$ cat src/rtl/alu_arbiter.sv
// alu_arbiter: round-robin sharing of one combinational ALU between the execute path (0) and the CSR unit (1).
module alu_arbiter #(
  parameter int DATA_WIDTH    = 64,
  parameter int CONTROL_WIDTH = 5,
  parameter int COUNT_WIDTH   = 16
) (
  input  logic                       clk,
  input  logic                       arstn,
  input  logic [1:0]                 i_req_valid,
  output logic [1:0]                 o_req_ready,
  input  logic [2*CONTROL_WIDTH-1:0] i_req_alu_control,
  input  logic [2*DATA_WIDTH-1:0]    i_req_src_1,
  input  logic [2*DATA_WIDTH-1:0]    i_req_src_2,
  output logic [1:0]                 o_rsp_valid,
  input  logic [1:0]                 i_rsp_ready,
  output logic [DATA_WIDTH-1:0]      o_rsp_result,
  output logic                       o_rsp_zero_flag,
  output logic                       o_rsp_slt_flag,
  output logic                       o_rsp_sltu_flag,
  output logic [CONTROL_WIDTH-1:0]   o_alu_control,
  output logic [DATA_WIDTH-1:0]      o_alu_src_1,
  output logic [DATA_WIDTH-1:0]      o_alu_src_2,
  input  logic [DATA_WIDTH-1:0]      i_alu_result,
  input  logic                       i_alu_zero_flag,
  input  logic                       i_alu_slt_flag,
  input  logic                       i_alu_sltu_flag,
  output logic                       o_busy,
  output logic [COUNT_WIDTH-1:0]     o_op_count
);
  typedef enum logic [1:0] {IDLE, EXEC, RESP} state_t;
  state_t                   state_q;
  logic                     rr_q, gnt_q, sel_d;
  logic [DATA_WIDTH-1:0]    rsp_result_q;
  logic                     rsp_zero_q, rsp_slt_q, rsp_sltu_q;
  logic [CONTROL_WIDTH-1:0] alu_control_q;
  logic [DATA_WIDTH-1:0]    alu_src_1_q, alu_src_2_q;
  logic [COUNT_WIDTH-1:0]   op_count_q;
  // Ready is gated by arstn so every output reads 0 while reset is held.
  always_comb begin
    o_req_ready = '0;
    if (state_q == IDLE && arstn)
      o_req_ready = (i_req_valid == 2'b11) ? (rr_q ? 2'b10 : 2'b01) : i_req_valid;
    sel_d = o_req_ready[1];
  end
  assign o_rsp_valid     = {state_q == RESP && gnt_q, state_q == RESP && !gnt_q};
  assign o_busy          = state_q != IDLE;
  assign o_rsp_result    = rsp_result_q;
  assign o_rsp_zero_flag = rsp_zero_q;
  assign o_rsp_slt_flag  = rsp_slt_q;
  assign o_rsp_sltu_flag = rsp_sltu_q;
  assign o_alu_control   = alu_control_q;
  assign o_alu_src_1     = alu_src_1_q;
  assign o_alu_src_2     = alu_src_2_q;
  assign o_op_count      = op_count_q;
  always_ff @(posedge clk or negedge arstn) begin
    if (!arstn) begin
      state_q       <= IDLE;
      rr_q          <= 1'b0;
      gnt_q         <= 1'b0;
      rsp_result_q  <= '0;
      rsp_zero_q    <= 1'b0;
      rsp_slt_q     <= 1'b0;
      rsp_sltu_q    <= 1'b0;
      alu_control_q <= '0;
      alu_src_1_q   <= '0;
      alu_src_2_q   <= '0;
      op_count_q    <= '0;
    end else begin
      case (state_q)
        IDLE: if (|o_req_ready) begin
          alu_control_q <= sel_d ? i_req_alu_control[2*CONTROL_WIDTH-1:CONTROL_WIDTH] : i_req_alu_control[CONTROL_WIDTH-1:0];
          alu_src_1_q   <= sel_d ? i_req_src_1[2*DATA_WIDTH-1:DATA_WIDTH] : i_req_src_1[DATA_WIDTH-1:0];
          alu_src_2_q   <= sel_d ? i_req_src_2[2*DATA_WIDTH-1:DATA_WIDTH] : i_req_src_2[DATA_WIDTH-1:0];
          gnt_q         <= sel_d;
          rr_q          <= ~sel_d;
          state_q       <= EXEC;
        end
        EXEC: begin
          rsp_result_q <= i_alu_result;
          rsp_zero_q   <= i_alu_zero_flag;
          rsp_slt_q    <= i_alu_slt_flag;
          rsp_sltu_q   <= i_alu_sltu_flag;
          state_q      <= RESP;
        end
        RESP: if (i_rsp_ready[gnt_q]) begin
          op_count_q <= op_count_q + 1'b1;
          state_q    <= IDLE;
        end
        default: state_q <= IDLE;
      endcase
    end
  end
endmodule

$ cat config.mk
export PLATFORM = sky130hd
export DESIGN_NAME = alu_arbiter
export DESIGN_NICKNAME = d
export VERILOG_FILES = /design/src/rtl/alu_arbiter.sv
export SDC_FILE = /design/constraint.sdc
export NUM_CORES = 1
export LEC_CHECK = 0
export CAP_MARGIN = 40
export CORE_AREA = 8 8 212 214
export CTS_BUF_LIST = sky130_fd_sc_hd__clkbuf_16
export CTS_CLUSTER_DIAMETER = 40
export DETAILED_ROUTE_END_ITERATION = 8
export DIE_AREA = 0 0 220 222
export GPL_TIMING_DRIVEN = 0
export PLACE_DENSITY = 0.59
export SETUP_SLACK_MARGIN = 0.3
export SYNTH_ARGS = -nofsm -noshare
export SYNTH_HDL_FRONTEND = slang
export SYNTH_SLANG_ARGS = --single-unit
$ cat constraint.sdc
create_clock -name clk -period 3 [get_ports clk]
set_clock_uncertainty 0.2 [all_clocks]
set_input_delay 0.45 -clock clk [delete_from_list [all_inputs] [get_ports clk]]
set_output_delay 0.45 -clock clk [all_outputs]
set_load 0.005 [all_outputs]
## After elaboration in Yosys (flattened, before gate mapping)

Cells that the tools add are included.

- $add $sub $neg: 1
- Eq/ne operators: 5
- Order comparisons: 1
- Bitwise logic cells: 1
- Multiplexer cells: 11
- Reductions and logical operators: 10
- Divide/modulo/power cells: 0
- Shift-type cells: 0
- Multipliers: 0

Operators with widths:

| cell | count |
|---|---|
| $mux W64 | 2 |
| $add A16 B1 Y16 const B | 1 |
| $mux W2 | 5 |
| $pmux W2 S3 | 1 |
| $reduce_and A2 Y1 | 3 |
| $mux W5 | 1 |
| $eq A2 B2 Y1 const B | 2 |
| $ne A2 B1 Y1 const B | 2 |
| $logic_and A1 B1 Y1 | 3 |
| $eq A2 B1 Y1 const B | 1 |
| $logic_not A2 Y1 | 1 |
| $lt A1 B2 Y1 const B | 1 |
| $mux W1 | 2 |
| $reduce_bool A2 Y1 | 1 |
| $reduce_or A2 Y1 | 1 |
| $logic_not A1 Y1 | 1 |
| $not A1 Y1 | 1 |

- RAM bits: 0
- Output and inout port bits: 221
- Register bits after elaboration: 220
- Bits in latches: 0
- Memory bits (read-only): 0
- Word-level logic and storage cells: 40
- Memories: 0

## Longest topological paths before layout

Gate-level depths: netlist of run 1.

- Depth after elaboration: 6
- Depth in mapped cells: 8
- Gate-level depth less buffers: 5

## Worst setup path after synthesis of run 1

Ideal clock, no wire load.

- Path kind: input to output
- Start point: in arstn
- End point: out o_req_ready[1]
- Arrival time: 1164 ps
- Data required time: 2350 ps
- Stages on the path: 5
- Slack: 1186 ps
- Path buffers: 2
- Path through: nor3b_2 > nand3_1 > buf_4 > inv_2 > buf_2

- Longest elaborated chain between the ends: 2

Ends and longest elaborated chain:

| element | line | RTL |
|---|---|---|
| from (decl) | 8 | `input logic arstn,` |
| $logic_and A1 B1 Y1 | 41 | `if (state_q == IDLE && arstn)` |
| $mux W2 | 41 |  |
| to (decl) | 10 | `output logic [1:0] o_req_ready,` |

Every way passes these cells.

## Worst setup path in the final report of run 1

- Start point: reg state_q[1]
- End point: out o_busy

- Longest elaborated chain between the ends: 1

Ends and longest elaborated chain:

| element | line | RTL |
|---|---|---|
| from (decl) | 31 | `state_t state_q;` |
| from (signal assigned) | 57 | `state_q <= IDLE;` |
| from (signal assigned) | 76 | `state_q <= EXEC;` |
| from (signal assigned) | 83 | `state_q <= RESP;` |
| $reduce_bool A2 Y1 | 46 | `assign o_busy = state_q != IDLE;` |
| to (decl) | 27 | `output logic o_busy,` |

Every way passes these cells.

==> metrics.csv, run 1 <==
metric,value,unit
DPL Wire Length,34.35,mm
"Top FF cell, synth",dfrtp_1,
"flops & latches, synth",220,
CP arrival,1.93,ns
"Avg Cell Area, Syn",9.864,um^2
synth unique cells,30,
"EDFF count, synth",0,
clock share of power,0.309,
Slew HR,0.5432,
initial antenna violation count,8,
origin of the worst setup path,state_q[1],
Std-Cell Core Area,0.04148,mm^2
unrepaired setup endpoints after global routing,no,
most area-consuming cells after synthesis,"dfrtp_1 59%, a21oi_1 14%, mux2_2 8.2%",
Yosys warning count,0,
CTS buffer count,43,
worst reg2reg endpoint,o_alu_src_1[46],
depth of the worst register-to-register path,9,
Root Driver,clkbuf_16,
number of DRC markers in iteration 0,379,
count of buffers from port buffering,559,
endpoints failing setup,0,
DR pass1 iterations,4,
layout cell share with drive strength beyond 1,0.1329,
pre-CTS WS,-1.055,ns
Psw,5349,uW
Worst-Margin Slew,0.6853,ns
Total Nets Final,1915,
Layout Area Growth over Synthesis,89.19,%
final hold violation count,0,
R2R Setup Slk,0.60,ns
Vias,9540,
DIE WIDTH,220,um
Worst-Skew Late Latency,0.55,ns
Worst Setup End Kind,output port,
detailed-route wire length,45.05,mm
Gate power share,0.394,
post-route ant nets,0,
Net Sw Frac,0.3022,
I/O pin count,560,
status,"finished, final reports clean",
clock-pin slew on the worst setup and hold paths,0.05,ns
RePlAce Congestion,0.8938,
FMAX,388.1,MHz
Synth Instances,946,
"Max FO, Critical Path",4,
Avg WL per Cell,20.93,um
Slew Limit Fails,0,
Hold WC Path Type,in -> async,
final critical-path share of the clock period,0.8588,
fin util,0.4256,
CTS Buffer Depth,3,
"commonest cells after routing, fill and taps aside","556 x clkdlybuf4s50_1, 266 x a21oi_1, 219 x dfrtp_1",
dominant cell type by area after synthesis,dfrtp_1,
vias per cell,4.433,
Syn Std Cell Area,0.009331,mm^2
drt drc,0,
Die Ht,222,um
leakage,0.007512,uW
total power,17700,uW
Critical Path RT,2.35,ns
Worst Setup Path Type,reg -> out,
crit path time final,2.576,ns
Final WS setup,0.4236,ns
global-route wire length before repair,65.80,mm
GRT Util Overall,0.1770,
pwr dens,1002,mW/mm^2
Synth async-reset ratio,1.000,
Worst VDD drop,493.1,uV
CTS tree,yes,
grt total ovfl,0,
Flop pwr share,0.297,
largest net degree at the start of global routing,92,
die area,0.04884,mm^2
"commonest non-fill, non-tap cell in the layout",clkdlybuf4s50_1,
vias in the first global route,10310,
Yosys top cell area share,0.5900,
Int Power,12350,uW
clk sinks,220,
starting density of the core,0.2250,
worst reg2reg path startpoint,state_q[1],
# rows,75,
H-tree depth,2,
WHS,0.2364,ns
sequential fraction of the synthesis area,0.5900,
Max-cap violations,0,
Mapped Nets,1286,
crit start category,flop,
[synth_stat cells (2+ instances only)]
master / count
nand3_1: 8
inv_1: 2
dfrtp_1: 220
buf_1: 2
and4_1: 2
inv_2: 2
mux2_2: 68
buf_2: 26
clkbuf_1: 25
nand2b_1: 3
nor2_1: 138
buf_4: 10
a21oi_1: 266
xor2_1: 3
xnor2_1: 12
and3_1: 2
nand4_1: 3
o21ai_0: 2
buf_6: 2
nand2_1: 140
[power groups by stage]
stage / Clock [uW] / Combinational, uW / Sequential [uW]
after CTS: 5580 / 7100 / 5270
after global placement: 0 / 6880 / 5240
after detailed placement: 0 / 6950 / 5300
after floorplan: 0 / 2290 / 5330
final: 5470 / 6970 / 5260
after global routing: 5720 / 7590 / 5450
[stage by stage]
stage	setup TNS (ns)	std cells	instance area (um^2)
finish	0	2152	17650
global route	0	2152	17650
CTS	0	2143	17590
detailed placement	-33.31	2048	15690
global placement	-3176.29	2044	15600
floorplan	0	946	9331
[layer usage]
metal  track usage  vias to the layer above  share of wire
met5             0                        -         0.0016
met1        0.1950                     4504           0.38
li1              -                     4466              -
met2        0.2970                      461           0.48
met4       0.07399                       10          0.038
met3       0.07258                       99           0.10
[cell type report]
| class | instances | area, um^2 |
|---|---|---|
| tap | 539 | 674.4 |
| antenna | 3 | 7.507 |
| timing repair buffer | 584 | 5944 |
| clock inverter | 37 | 543.0 |
| sequential | 220 | 5507 |
| fill | 4046 | 23820 |
| multi-input combinational | 657 | 3501 |
| inverter | 4 | 30.03 |
| buffer | 65 | 371.6 |
| clock buffer | 43 | 1076 |
[state kept, by name (all words and copies together) (netlist names), 2 cells and up]
signal / count
o_alu_src_2: 64
o_op_count: 16
state_q: 2
o_alu_control: 5
o_rsp_result: 64
o_alu_src_1: 64
[worst max-delay path, stage by stage (launching register included)]
cell and delay [ns]:
dfrtp_1 0.41, buf_4 0.16, or2_2 0.29, clkdlybuf4s50_1 0.51
[how the worst max path moves through the flow]
stage / end / depth (start not counted)
floorplan: o_req_ready[1] / 5
global placement: o_req_ready[0] / 6
detailed placement: o_req_ready[0] / 7
CTS: o_req_ready[0] / 6
global route: o_req_ready[1] / 6
finish: o_busy / 3
[what timing repair did]
item / in CTS / in global routing
setup endpoints to repair: 38 / 2
cloned: 2 / 0
pin swaps: 2 / 2
hold buffers: 7 / 0
resized for setup: 26 / 3
setup buffers: 6 / 5
hold endpoints to repair: 199 / 0
[logic make-up (layout without fill, tap and decap cells)]
logic type,Yosys count,count (layout),share of synthesized area
muxes,69,69,0.08313
xor gates and xnor gates,15,15,0.01408
and+or+nand+nor,304,304,0.1309
DFF,220,220,0.5900
buffers and inverters,69,733,0.03687
other,0,3,0
adders and majority gates,1,1,0.001341
AOI/OAI and AO/OA,268,268,0.1437
No activity file was read; power rests on OpenSTA's default activity.
==> run 2: changes to the inputs <==
SLEW_MARGIN = 25   (was not set)
==> run 2 against run 1 <==
- die area unchanged
- maximum frequency increased by 0.72%
- setup slack improved by 0.018 ns
- highest routed layer unchanged
- critical endpoint unchanged
- power decreased by 4.3%
- clock power decreased by 14%
- first-iteration DRC count increased by 11%
- flip-flop and latch count unchanged
- utilization decreased by 0.49 points
- cell area decreased by 1.2%
==> metrics.csv, run 2 (synthesis gave the netlist of run 1 again) <==
metric,value,unit,change
status,"finished, final reports clean",,
"commonest cells after routing, fill and taps aside","556 x clkdlybuf4s50_1, 266 x a21oi_1, 218 x dfrtp_1",,
starting density of the core,0.2250,,unchanged
CTS tree,yes,,
clock share of power,0.277,,-0.032
pwr dens,970.4,mW/mm^2,-3.2%
detailed-route wire length,45.42,mm,+0.82%
crit path time final,2.558,ns,-0.01844 ns
vias in the first global route,10320,,+0.068%
Worst Setup End Kind,output port,,
Slew HR,0.5428,,about the same
Int Power,11560,uW,-6.4%
post-route ant nets,0,,unchanged
Gate power share,0.411,,+0.017
Worst VDD drop,474.2,uV,-3.8%
met1 Usage GRT,0.2036,,+0.008639
Max-cap violations,0,,unchanged
CTS Buffer Depth,3,,unchanged
gr busiest metal,met2,,
count of buffers from port buffering,559,,unchanged
fin util,0.4207,,-0.004947
crit start category,flop,,
clk sinks,220,,unchanged
vias per cell,4.466,,+0.75%
global-route met3 utilization,0.06508,,-0.007503
Worst-Margin Slew,0.6858,ns,+0.0005276 ns
Layout Area Growth over Synthesis,86.99,%,
largest net degree at the start of global routing,82,,-11%
drt drc,0,,unchanged
RePlAce Congestion,0.8938,,unchanged
Hold WC Path Type,reg -> reg,,
# rows,75,,unchanged
Finished Cell Area,0.01745,mm^2,-1.2%
global-route wire length before repair,66.46,mm,+1.0%
Worst Setup Path Type,reg -> out,,
Net Sw Frac,0.3175,,+0.01529
DR pass1 iterations,4,,unchanged
layout cell share with drive strength beyond 1,0.1288,,-0.004108
I/O pin count,560,,unchanged
Flop pwr share,0.312,,+0.015
Critical Path RT,2.35,ns,about the same
final hold violation count,0,,unchanged
endpoints failing setup,0,,unchanged
grt total ovfl,0,,unchanged
FMAX,390.9,MHz,+0.72%
die area,0.04884,mm^2,unchanged
H-tree depth,2,,unchanged
DPL Wire Length,34.38,mm,+0.11%
Slew Limit Fails,0,,unchanged
"Max FO, Critical Path",3,,-1
Root Driver,clkbuf_16,,
"commonest non-fill, non-tap cell in the layout",clkdlybuf4s50_1,,
CP arrival,1.91,ns,-0.02 ns
R2R Setup Slk,0.54,ns,-0.06 ns
Worst-Skew Late Latency,0.55,ns,about the same
Psw,5376,uW,+0.52%
Total Nets Final,1913,,-0.10%
unrepaired setup endpoints after global routing,no,,
CTS buffer count,44,,+2.3%
Avg WL per Cell,21.14,um,+1.0%
M2 GR Usage,0.2959,,-0.001095
Std-Cell Core Area,0.04148,mm^2,unchanged
Vias,9594,,+0.57%
clock-pin slew on the worst setup and hold paths,0.05,ns,about the same
Die Ht,222,um,unchanged
number of DRC markers in iteration 0,422,,+11%
final critical-path share of the clock period,0.8527,,-0.006146
initial antenna violation count,9,,+1
Placed Area,0.01569,mm^2,unchanged
leakage,0.007420,uW,-1.2%
GRT Util Overall,0.1785,,+0.001459
DIE WIDTH,220,um,unchanged
WHS,0.2729,ns,+0.03653 ns
[run 2: changes by cell type in the layout (fill, tap and decap cells not counted), sizes merged]
cell | previous run | this run
bufinv | 13 | 3
clkinv | 11 | 20
buf | 61 | 60
clkbuf | 68 | 69
clkdlybuf4s15 | 1 | 0
clkinvlp | 5 | 4
diode | 3 | 2
dlygate4sd3 | 4 | 3
inv | 12 | 13
[run 2: per-stage QoR]
stage	worst slack, ns	power [uW]	instances	TNS (ns)
2_1_floorplan	1.186	7621	946	0
5_1_grt	0.3539	17990	2148	0
4_1_cts	0.3077	17200	2143	0
6_report	0.4420	16930	2148	0
3_5_place_dp	-1.259	12250	2048	-57.57
3_3_place_gp	-9.624	12120	2044	-3176.29
[run 2: layer usage]
| metal | vias to the layer above | part of all wire |
|---|---|---|
| met1 | 4549 | 0.38 |
| li1 | 4458 | - |
| met3 | 100 | 0.10 |
| met4 | 10 | 0.037 |
| met5 | - | 0.0015 |
| met2 | 477 | 0.48 |
[run 2: worst paths after layout]
kind,startpoint,to,cells after the start
max,state_q[0],o_busy,3
min,o_op_count[15],o_op_count[15],1
max reg2reg,state_q[1],o_alu_control[2],9
min reg2reg,o_op_count[15],o_op_count[15],1
max in group asynchronous,arstn,o_alu_src_2[49],5
min in group asynchronous,arstn,o_rsp_zero_flag,3
[run 2: power by group through the flow]
stage	combinational [uW]	clock (uW)	sequential, uW
after floorplan	2290	0	5330
after global placement	6880	0	5240
after detailed placement	6950	0	5300
after CTS	7090	4830	5280
after global routing	7560	4980	5460
final	6960	4700	5280
[run 2: critical path, stage by stage, from the launching register on]
cell	delay [ns]
dfrtp_2	0.43
buf_4	0.15
or2_2	0.27
clkdlybuf4s50_1	0.51
[run 2: layout make-up]
class,count,area [um^2]
fill,4134,24030
timing repair buffer,581,5938
sequential,220,5508
multi-input combinational,657,3501
clock buffer,44,1101
tap,539,674.4
buffer,65,371.6
clock inverter,36,315.3
inverter,4,35.03
antenna,2,5.005
[run 2: what timing repair did]
item | 4_1_cts | 5_1_grt
pin swaps | 2 | 2
buffers inserted | 6 | 3
endpoints found under the setup margin | 133 | 2
cloned | 2 | 0
hold buffers | 7 | 0
gates resized for setup | 27 | 7
endpoints found under the hold margin | 220 | 0
